[src/rtl/mii_tx_scheduler.sv]
// mii_tx_scheduler: round-robin arbiter that shares one 64-bit MII frame
// generator between NUM_REQ MAC-frame sources. A granted frame is
// length-checked, launched with tx_en for LAUNCH_CYCLES, streamed as
// ceil(len/8) valid words, closed with a done pulse and followed by an
// IPG_CYCLES idle gap. Illegal lengths are dropped with a reject pulse.
// Optional statistics counters are built when MII_SCHED_STATS_EN is defined;
// otherwise o_frame_cnt and o_drop_cnt are tied to zero.
module mii_tx_scheduler #(
  parameter int NUM_REQ         = 2,
  parameter int LEN_W           = 16,
  parameter int MIN_FRAME_BYTES = 22,
  parameter int MAX_FRAME_BYTES = 1514,
  parameter int LAUNCH_CYCLES   = 2,
  parameter int IPG_CYCLES      = 2
) (
  input  logic                     clk,
  input  logic                     i_rst,
  input  logic [NUM_REQ-1:0]       i_req,
  input  logic [NUM_REQ*LEN_W-1:0] i_req_len,
  input  logic [NUM_REQ*64-1:0]    i_req_data,
  output logic [NUM_REQ-1:0]       o_grant,
  output logic [NUM_REQ-1:0]       o_data_rd,
  output logic [NUM_REQ-1:0]       o_reject,
  output logic                     o_mii_tx_en,
  output logic                     o_valid,
  output logic [63:0]              o_mii_tx_d,
  output logic                     o_mac_done,
  output logic                     o_busy,
  output logic [31:0]              o_frame_cnt,
  output logic [15:0]              o_drop_cnt
);

  localparam int IDX_W   = (NUM_REQ > 1) ? $clog2(NUM_REQ) : 1;
  localparam int WCNT_W  = LEN_W - 3;
  localparam int TMR_MAX = (LAUNCH_CYCLES > IPG_CYCLES) ? LAUNCH_CYCLES : IPG_CYCLES;
  localparam int TMR_W   = $clog2(TMR_MAX + 1);

  typedef enum logic [2:0] {
    ST_IDLE,
    ST_REJECT,
    ST_LAUNCH,
    ST_STREAM,
    ST_DONE,
    ST_GAP
  } state_t;

  state_t             state;
  logic [IDX_W-1:0]   rr_ptr;
  logic [IDX_W-1:0]   cur_idx;
  logic [LEN_W-1:0]   cur_len;
  logic [WCNT_W-1:0]  word_cnt;
  logic [TMR_W-1:0]   tmr;

  logic [LEN_W-1:0]   len_arr  [NUM_REQ];
  logic [63:0]        data_arr [NUM_REQ];

  logic               pick_found;
  logic [IDX_W-1:0]   pick_idx;
  logic [LEN_W-1:0]   pick_len;
  logic               pick_legal;
  logic [IDX_W-1:0]   rr_next;
  logic [WCNT_W-1:0]  len_words;

  for (genvar g = 0; g < NUM_REQ; g++) begin : g_unpack
    assign len_arr[g]  = i_req_len[g*LEN_W +: LEN_W];
    assign data_arr[g] = i_req_data[g*64 +: 64];
  end

  // Round-robin pick: first requesting index at or above the pointer, wrapping.
  always_comb begin
    int cand;
    cand       = 0;
    pick_found = 1'b0;
    pick_idx   = '0;
    for (int i = 0; i < NUM_REQ; i++) begin
      cand = int'(rr_ptr) + i;
      if (cand >= NUM_REQ) cand = cand - NUM_REQ;
      if (!pick_found && i_req[IDX_W'(cand)]) begin
        pick_found = 1'b1;
        pick_idx   = IDX_W'(cand);
      end
    end
  end

  assign pick_len   = len_arr[pick_idx];
  assign pick_legal = (pick_len >= LEN_W'(MIN_FRAME_BYTES)) && (pick_len <= LEN_W'(MAX_FRAME_BYTES));
  assign rr_next    = (pick_idx == IDX_W'(NUM_REQ - 1)) ? '0 : pick_idx + IDX_W'(1);
  assign len_words  = WCNT_W'((cur_len + LEN_W'(7)) >> 3);

  // Frame sequencing FSM; every generator-facing output is registered here.
  always_ff @(posedge clk) begin
    if (i_rst) begin
      state       <= ST_IDLE;
      rr_ptr      <= '0;
      cur_idx     <= '0;
      cur_len     <= '0;
      word_cnt    <= '0;
      tmr         <= '0;
      o_grant     <= '0;
      o_data_rd   <= '0;
      o_reject    <= '0;
      o_mii_tx_en <= 1'b0;
      o_valid     <= 1'b0;
      o_mac_done  <= 1'b0;
      o_busy      <= 1'b0;
    end else begin
      o_reject   <= '0;
      o_mac_done <= 1'b0;
      case (state)
        ST_IDLE: begin
          if (pick_found) begin
            cur_idx <= pick_idx;
            cur_len <= pick_len;
            rr_ptr  <= rr_next;
            o_busy  <= 1'b1;
            if (pick_legal) begin
              state       <= ST_LAUNCH;
              o_grant     <= NUM_REQ'(1) << pick_idx;
              o_mii_tx_en <= 1'b1;
              tmr         <= TMR_W'(LAUNCH_CYCLES - 1);
            end else begin
              state    <= ST_REJECT;
              o_reject <= NUM_REQ'(1) << pick_idx;
            end
          end
        end
        ST_REJECT: begin
          state  <= ST_IDLE;
          o_busy <= 1'b0;
        end
        ST_LAUNCH: begin
          if (tmr == '0) begin
            state     <= ST_STREAM;
            o_valid   <= 1'b1;
            o_data_rd <= NUM_REQ'(1) << cur_idx;
            word_cnt  <= len_words;
          end else begin
            tmr <= tmr - TMR_W'(1);
          end
        end
        ST_STREAM: begin
          if (word_cnt == WCNT_W'(1)) begin
            state       <= ST_DONE;
            o_mii_tx_en <= 1'b0;
            o_valid     <= 1'b0;
            o_data_rd   <= '0;
            o_grant     <= '0;
            o_mac_done  <= 1'b1;
          end else begin
            word_cnt <= word_cnt - WCNT_W'(1);
          end
        end
        ST_DONE: begin
          if (IPG_CYCLES == 0) begin
            state  <= ST_IDLE;
            o_busy <= 1'b0;
          end else begin
            state <= ST_GAP;
            tmr   <= TMR_W'(IPG_CYCLES - 1);
          end
        end
        ST_GAP: begin
          if (tmr == '0) begin
            state  <= ST_IDLE;
            o_busy <= 1'b0;
          end else begin
            tmr <= tmr - TMR_W'(1);
          end
        end
        default: begin
          state       <= ST_IDLE;
          o_grant     <= '0;
          o_data_rd   <= '0;
          o_mii_tx_en <= 1'b0;
          o_valid     <= 1'b0;
          o_busy      <= 1'b0;
        end
      endcase
    end
  end

  // Data path is a straight mux of the owner's current word, zeroed when idle.
  always_comb begin
    o_mii_tx_d = '0;
    if (o_valid) o_mii_tx_d = data_arr[cur_idx];
  end

`ifdef MII_SCHED_STATS_EN
  logic frame_evt;
  logic drop_evt;

  assign frame_evt = (state == ST_STREAM) && (word_cnt == WCNT_W'(1));
  assign drop_evt  = (state == ST_IDLE) && pick_found && !pick_legal;

  // Completed-frame counter wraps; drop counter saturates at all-ones.
  always_ff @(posedge clk) begin
    if (i_rst) begin
      o_frame_cnt <= '0;
      o_drop_cnt  <= '0;
    end else begin
      if (frame_evt) o_frame_cnt <= o_frame_cnt + 32'd1;
      if (drop_evt && (o_drop_cnt != 16'hFFFF)) o_drop_cnt <= o_drop_cnt + 16'd1;
    end
  end
`else
  assign o_frame_cnt = '0;
  assign o_drop_cnt  = '0;
`endif

endmodule

[config.mk]
export PLATFORM = sky130hd
export DESIGN_NAME = mii_tx_scheduler
export DESIGN_NICKNAME = d
export VERILOG_FILES = /design/src/rtl/mii_tx_scheduler.sv
export SDC_FILE = /design/constraint.sdc
export NUM_CORES = 1
export LEC_CHECK = 0
export CAP_MARGIN = 20
export CORE_ASPECT_RATIO = 0.75
export CORE_MARGIN = 5
export CORE_UTILIZATION = 39
export CTS_CLUSTER_DIAMETER = 150
export DETAILED_ROUTE_END_ITERATION = 12
export GPL_ROUTABILITY_DRIVEN = 1
export GPL_TIMING_DRIVEN = 0
export HOLD_SLACK_MARGIN = 0.1
export PLACE_DENSITY = 0.95
export SYNTH_ARGS = -nofsm -noshare
export SYNTH_HDL_FRONTEND = slang
export SYNTH_SLANG_ARGS = --single-unit
[constraint.sdc]
create_clock -name clk -period 5.39 [get_ports clk]
set_input_delay 0.8085 -clock clk [delete_from_list [all_inputs] [get_ports clk]]
set_output_delay 0.8085 -clock clk [all_outputs]
set_load 0.005 [all_outputs]
==> summary.txt <==
Final layout
  – Filler cell count: 797
  – Layout cells sized above 1: 0.0898
  – Final core occ: 0.676
  – P&R area growth vs syn: 67.9%
  – N_diodes: 0
  – Final nets: 1,002

Critical path
  – Crit Path Class: reg -> out
  – Crit path DAT: 2.59 ns
  – R2R depth: 7
  – Crit path launch: cur_idx
  – FF-to-FF Start: word_cnt[0]
  – Worst-path fanout max: 10
  – CP endpoint: o_mii_tx_d[26]
  – Critical Path Start Type: flop
  – Reg2Reg Setup Slack: 2.78 ns
  – Req. time, crit path: 4.58 ns
  – Element type at the critical path end: primary output
  – Reg2reg end: word_cnt[0]

Route
  – Vias: 4,984
  – DRT antenna net count: 0
  – Total Wirelength: 17.8 mm
  – Drt first pass iters: 5
  – Initial DRC count: 420
  – Vias per cell: 5.13
  – WL/cell: 18.4 um
  – # DRC: 0

Synth
  – Cell Area, Synth: 0.00418 mm^2
  – Post-synth EDFFs: 0
  – Mean post-synth cell area: 7.65 um^2
  – Post-synth ARST share: 0
  – Mux cell area share after synthesis: 0.153
  – Simple-gate area share of the yosys netlist: 0.293
  – Main combinational cell family by area after synthesis: simple AND/OR/NAND/NOR gates
  – Seq cells post-synth: 46
  – Synth Flop Type: dfxtp_1
  – Synth unique cells: 61
  – Synth Area in XOR/XNOR: 0.0252
  – Cells after synthesis: 546
  – Synth Area in Compound Gates: 0.167
  – Post-Synth Adder-Cell Area: 0.00899
  – YS warnings: 0
  – Seq/Total Area, Yosys: 0.220

Power and ir drop
  – Pwr Total: 0.00100 W
  – Int Pwr: 0.000720 W
  – Sw Share: 0.281
  – NetSw: 0.000281 W
  – Reg power frac: 0.372
  – VDD IR max: 0.173 mV
  – Cell Pwr Density: 143 mW/mm^2
  – Clock share of power: 0.295
  – Comb power frac: 0.333
  – Leakage Power: 2.62 nW

Clock network
  – Total CTS buffers: 5
  – H-tree depth: 2
  – Root Buffer: clkbuf_16
  – Num Clock Sinks: 46
  – Hold-fix buffers, CTS: 0
  – Post-CTS setup buffers: 0
  – CTS tree: yes
  – Reg clk slew, reported paths: 0.07 ns
  – Post-cts sizing count: 0
  – Maximum clock path buffer count: 2
  – Skew-Pair Late Insertion Delay: 0.28 ns

Run
  – Total of max-cap violations: 0

STA
  – FMAX: 0.295 GHz
  – Worst Skew: 0.00818 ns
  – Period minus WS final: 3.39 ns
  – RSZ-0062 raised after global routing: false
  – Slew headroom: 0.398
  – Setup-failing EPs final: 0
  – Final TNS setup: 0 ns
  – Fin. max-slew vios: 0
  – Post-route clock period utilization: 0.630
  – Worst-Margin Slew: 0.894 ns
  – Final Hold Fails: 0

Min path
  – Hold Path Origin: o_data_rd[1]
  – Tightest Hold Check Type: reg -> reg
  – Hold path cells: 1

Floorplanning
  – Die X: 129 um
  – Total I/O pin count: 286
  – Die Y: 99.6 um
  – Cell row count: 32
  – Die area: 0.0129 mm^2
  – Initial Utilization: 0.403
  – Placeable Area: 0.0104 mm^2

Placement
  – Buffers on Ports: 235
  – HPWL Detailed: 15.1 mm
  – Global placement routability congestion: 1.03

Global route
  – GR Util All Layers: 0.256
  – Largest net degree at the start of global routing: 14
  – First-pass GRT wire length: 26.1 mm
  – GRT Residual Overflow: 0
  – Vias in the first global route: 4,771
  – Initial antenna violation count: 0

Status
  – Status: complete, no violations
==> kinds of logic after synthesis <==
| group | Yosys count |
|---|---|
| AO/OA/AOI/OAI | 100 |
| flip-flops | 46 |
| multiplexers | 64 |
| buffers and inverters | 93 |
| XOR/XNOR | 12 |
| other | 1 |
| adder cells (fa/ha/maj) | 3 |
| AND/OR/NAND/NOR | 227 |
==> power by group through the flow <==
stage | clock [W] | sequential [W] | combinational (W)
after global routing | 0.000307 | 0.000374 | 0.000360
final | 0.000295 | 0.000373 | 0.000333
after global placement | 0 | 0.000379 | 0.000320
after floorplan | 0 | 0.000376 | 0.000159
after CTS | 0.000292 | 0.000372 | 0.000327
after detailed placement | 0 | 0.000380 | 0.000325
==> state kept, by name, summed over array words and instances (netlist names) <==
register / count
o_mii_tx_en: 1
tmr: 2
o_mac_done: 1
o_grant: 2
o_data_rd: 2
rr_ptr: 1
cur_len: 16
o_valid: 1
o_reject: 2
cur_idx: 1
word_cnt: 13
o_busy: 1
state: 3
==> synth_stat cells, drive strengths merged, types with 3 or more instances <==
master / number / area [um^2]
xnor2: 5 / 43.8
nor2b: 67 / 419
nand3b: 3 / 22.5
a2111oi: 3 / 63.8
xor2: 7 / 61.3
nor3: 10 / 60.1
a31oi: 6 / 37.5
and2: 5 / 31.3
nand4: 4 / 25.0
a311oi: 16 / 140
clkbuf: 20 / 75.1
ha: 3 / 37.5
a22oi: 4 / 30.0
a211oi: 5 / 42.5
nor2: 36 / 135
nand3: 13 / 65.1
inv: 9 / 33.8
o21ai: 20 / 100
buf: 64 / 440
and3: 4 / 30.0
nand2: 58 / 218
dfxtp: 46 / 921
nor4: 9 / 68.8
nor3b: 7 / 62.6
a21oi: 31 / 159
mux2i: 64 / 641
==> worst min path at each step <==
stage	to	slack, ns
3_3_place_gp	o_data_rd[0]	0.44
3_5_place_dp	o_data_rd[1]	0.47
5_1_grt	o_data_rd[1]	0.51
6_report	o_data_rd[1]	0.48
4_1_cts	o_data_rd[1]	0.49
2_1_floorplan	word_cnt[12]	0.44
==> per-layer routing <==
layer,GRT usage,wire (um),vias up
li1,-,-,2411
met5,0,0,-
met2,0.413,8400,273
met4,0.123,941,0
met3,0.0644,1650,44
met1,0.320,6830,2256
==> layout make-up <==
| type | instances | area (um^2) | area share |
|---|---|---|---|
| Multi-Input combinational cell | 454 | 2880 | 0.411 |
| Timing Repair Buffer | 235 | 2350 | 0.336 |
| Sequential cell | 46 | 921 | 0.131 |
| Buffer | 84 | 515 | 0.0735 |
| Tap cell | 136 | 170 | 0.0243 |
| Clock buffer | 5 | 125 | 0.0178 |
| Inverter | 9 | 33.8 | 0.00482 |
| Clock inverter | 2 | 10.0 | 0.00143 |
==> critical path: stages (launching register included) <==
cell and delay, ns:
dfxtp_1 0.31, clkbuf_1 0.14, buf_2 0.30, buf_1 0.58, mux2i_1 0.16, nor2b_1 0.26, clkdlybuf4s50_1 0.55
==> cell usage in the layout (no fill, tap or decap), types with 3 or more instances in the layout <==
cell	n
mux2i_1	64
buf_4	49
xor2_1	7
and3_1	3
inv_1	9
a21oi_1	30
nand2_1	58
nand4_1	4
dfxtp_1	46
conb_1	48
o21ai_0	19
nand3_1	13
a311oi_1	16
ha_1	3
buf_2	7
and2_1	4
nand3b_1	3
a31oi_1	6
clkbuf_1	20
xnor2_1	5
nor2_1	36
nor2b_1	67
a22oi_1	4
clkbuf_16	5
clkdlybuf4s50_1	235
nor3_1	8
nor3b_1	5
nor4_1	7
buf_1	7
a211oi_1	4
==> through the flow <==
stage	cells	setup slack, ns	hold slack [ns]	area (um^2)
final	971	2.00	0.483	7010
after global routing	971	1.86	0.506	7010
after CTS	971	1.98	0.487	7010
after detailed placement	964	2.17	0.472	6880
after global placement	964	2.21	0.445	6880
after floorplan	593	3.03	0.442	4350
Note: power is estimated with default switching activity, not from simulation.
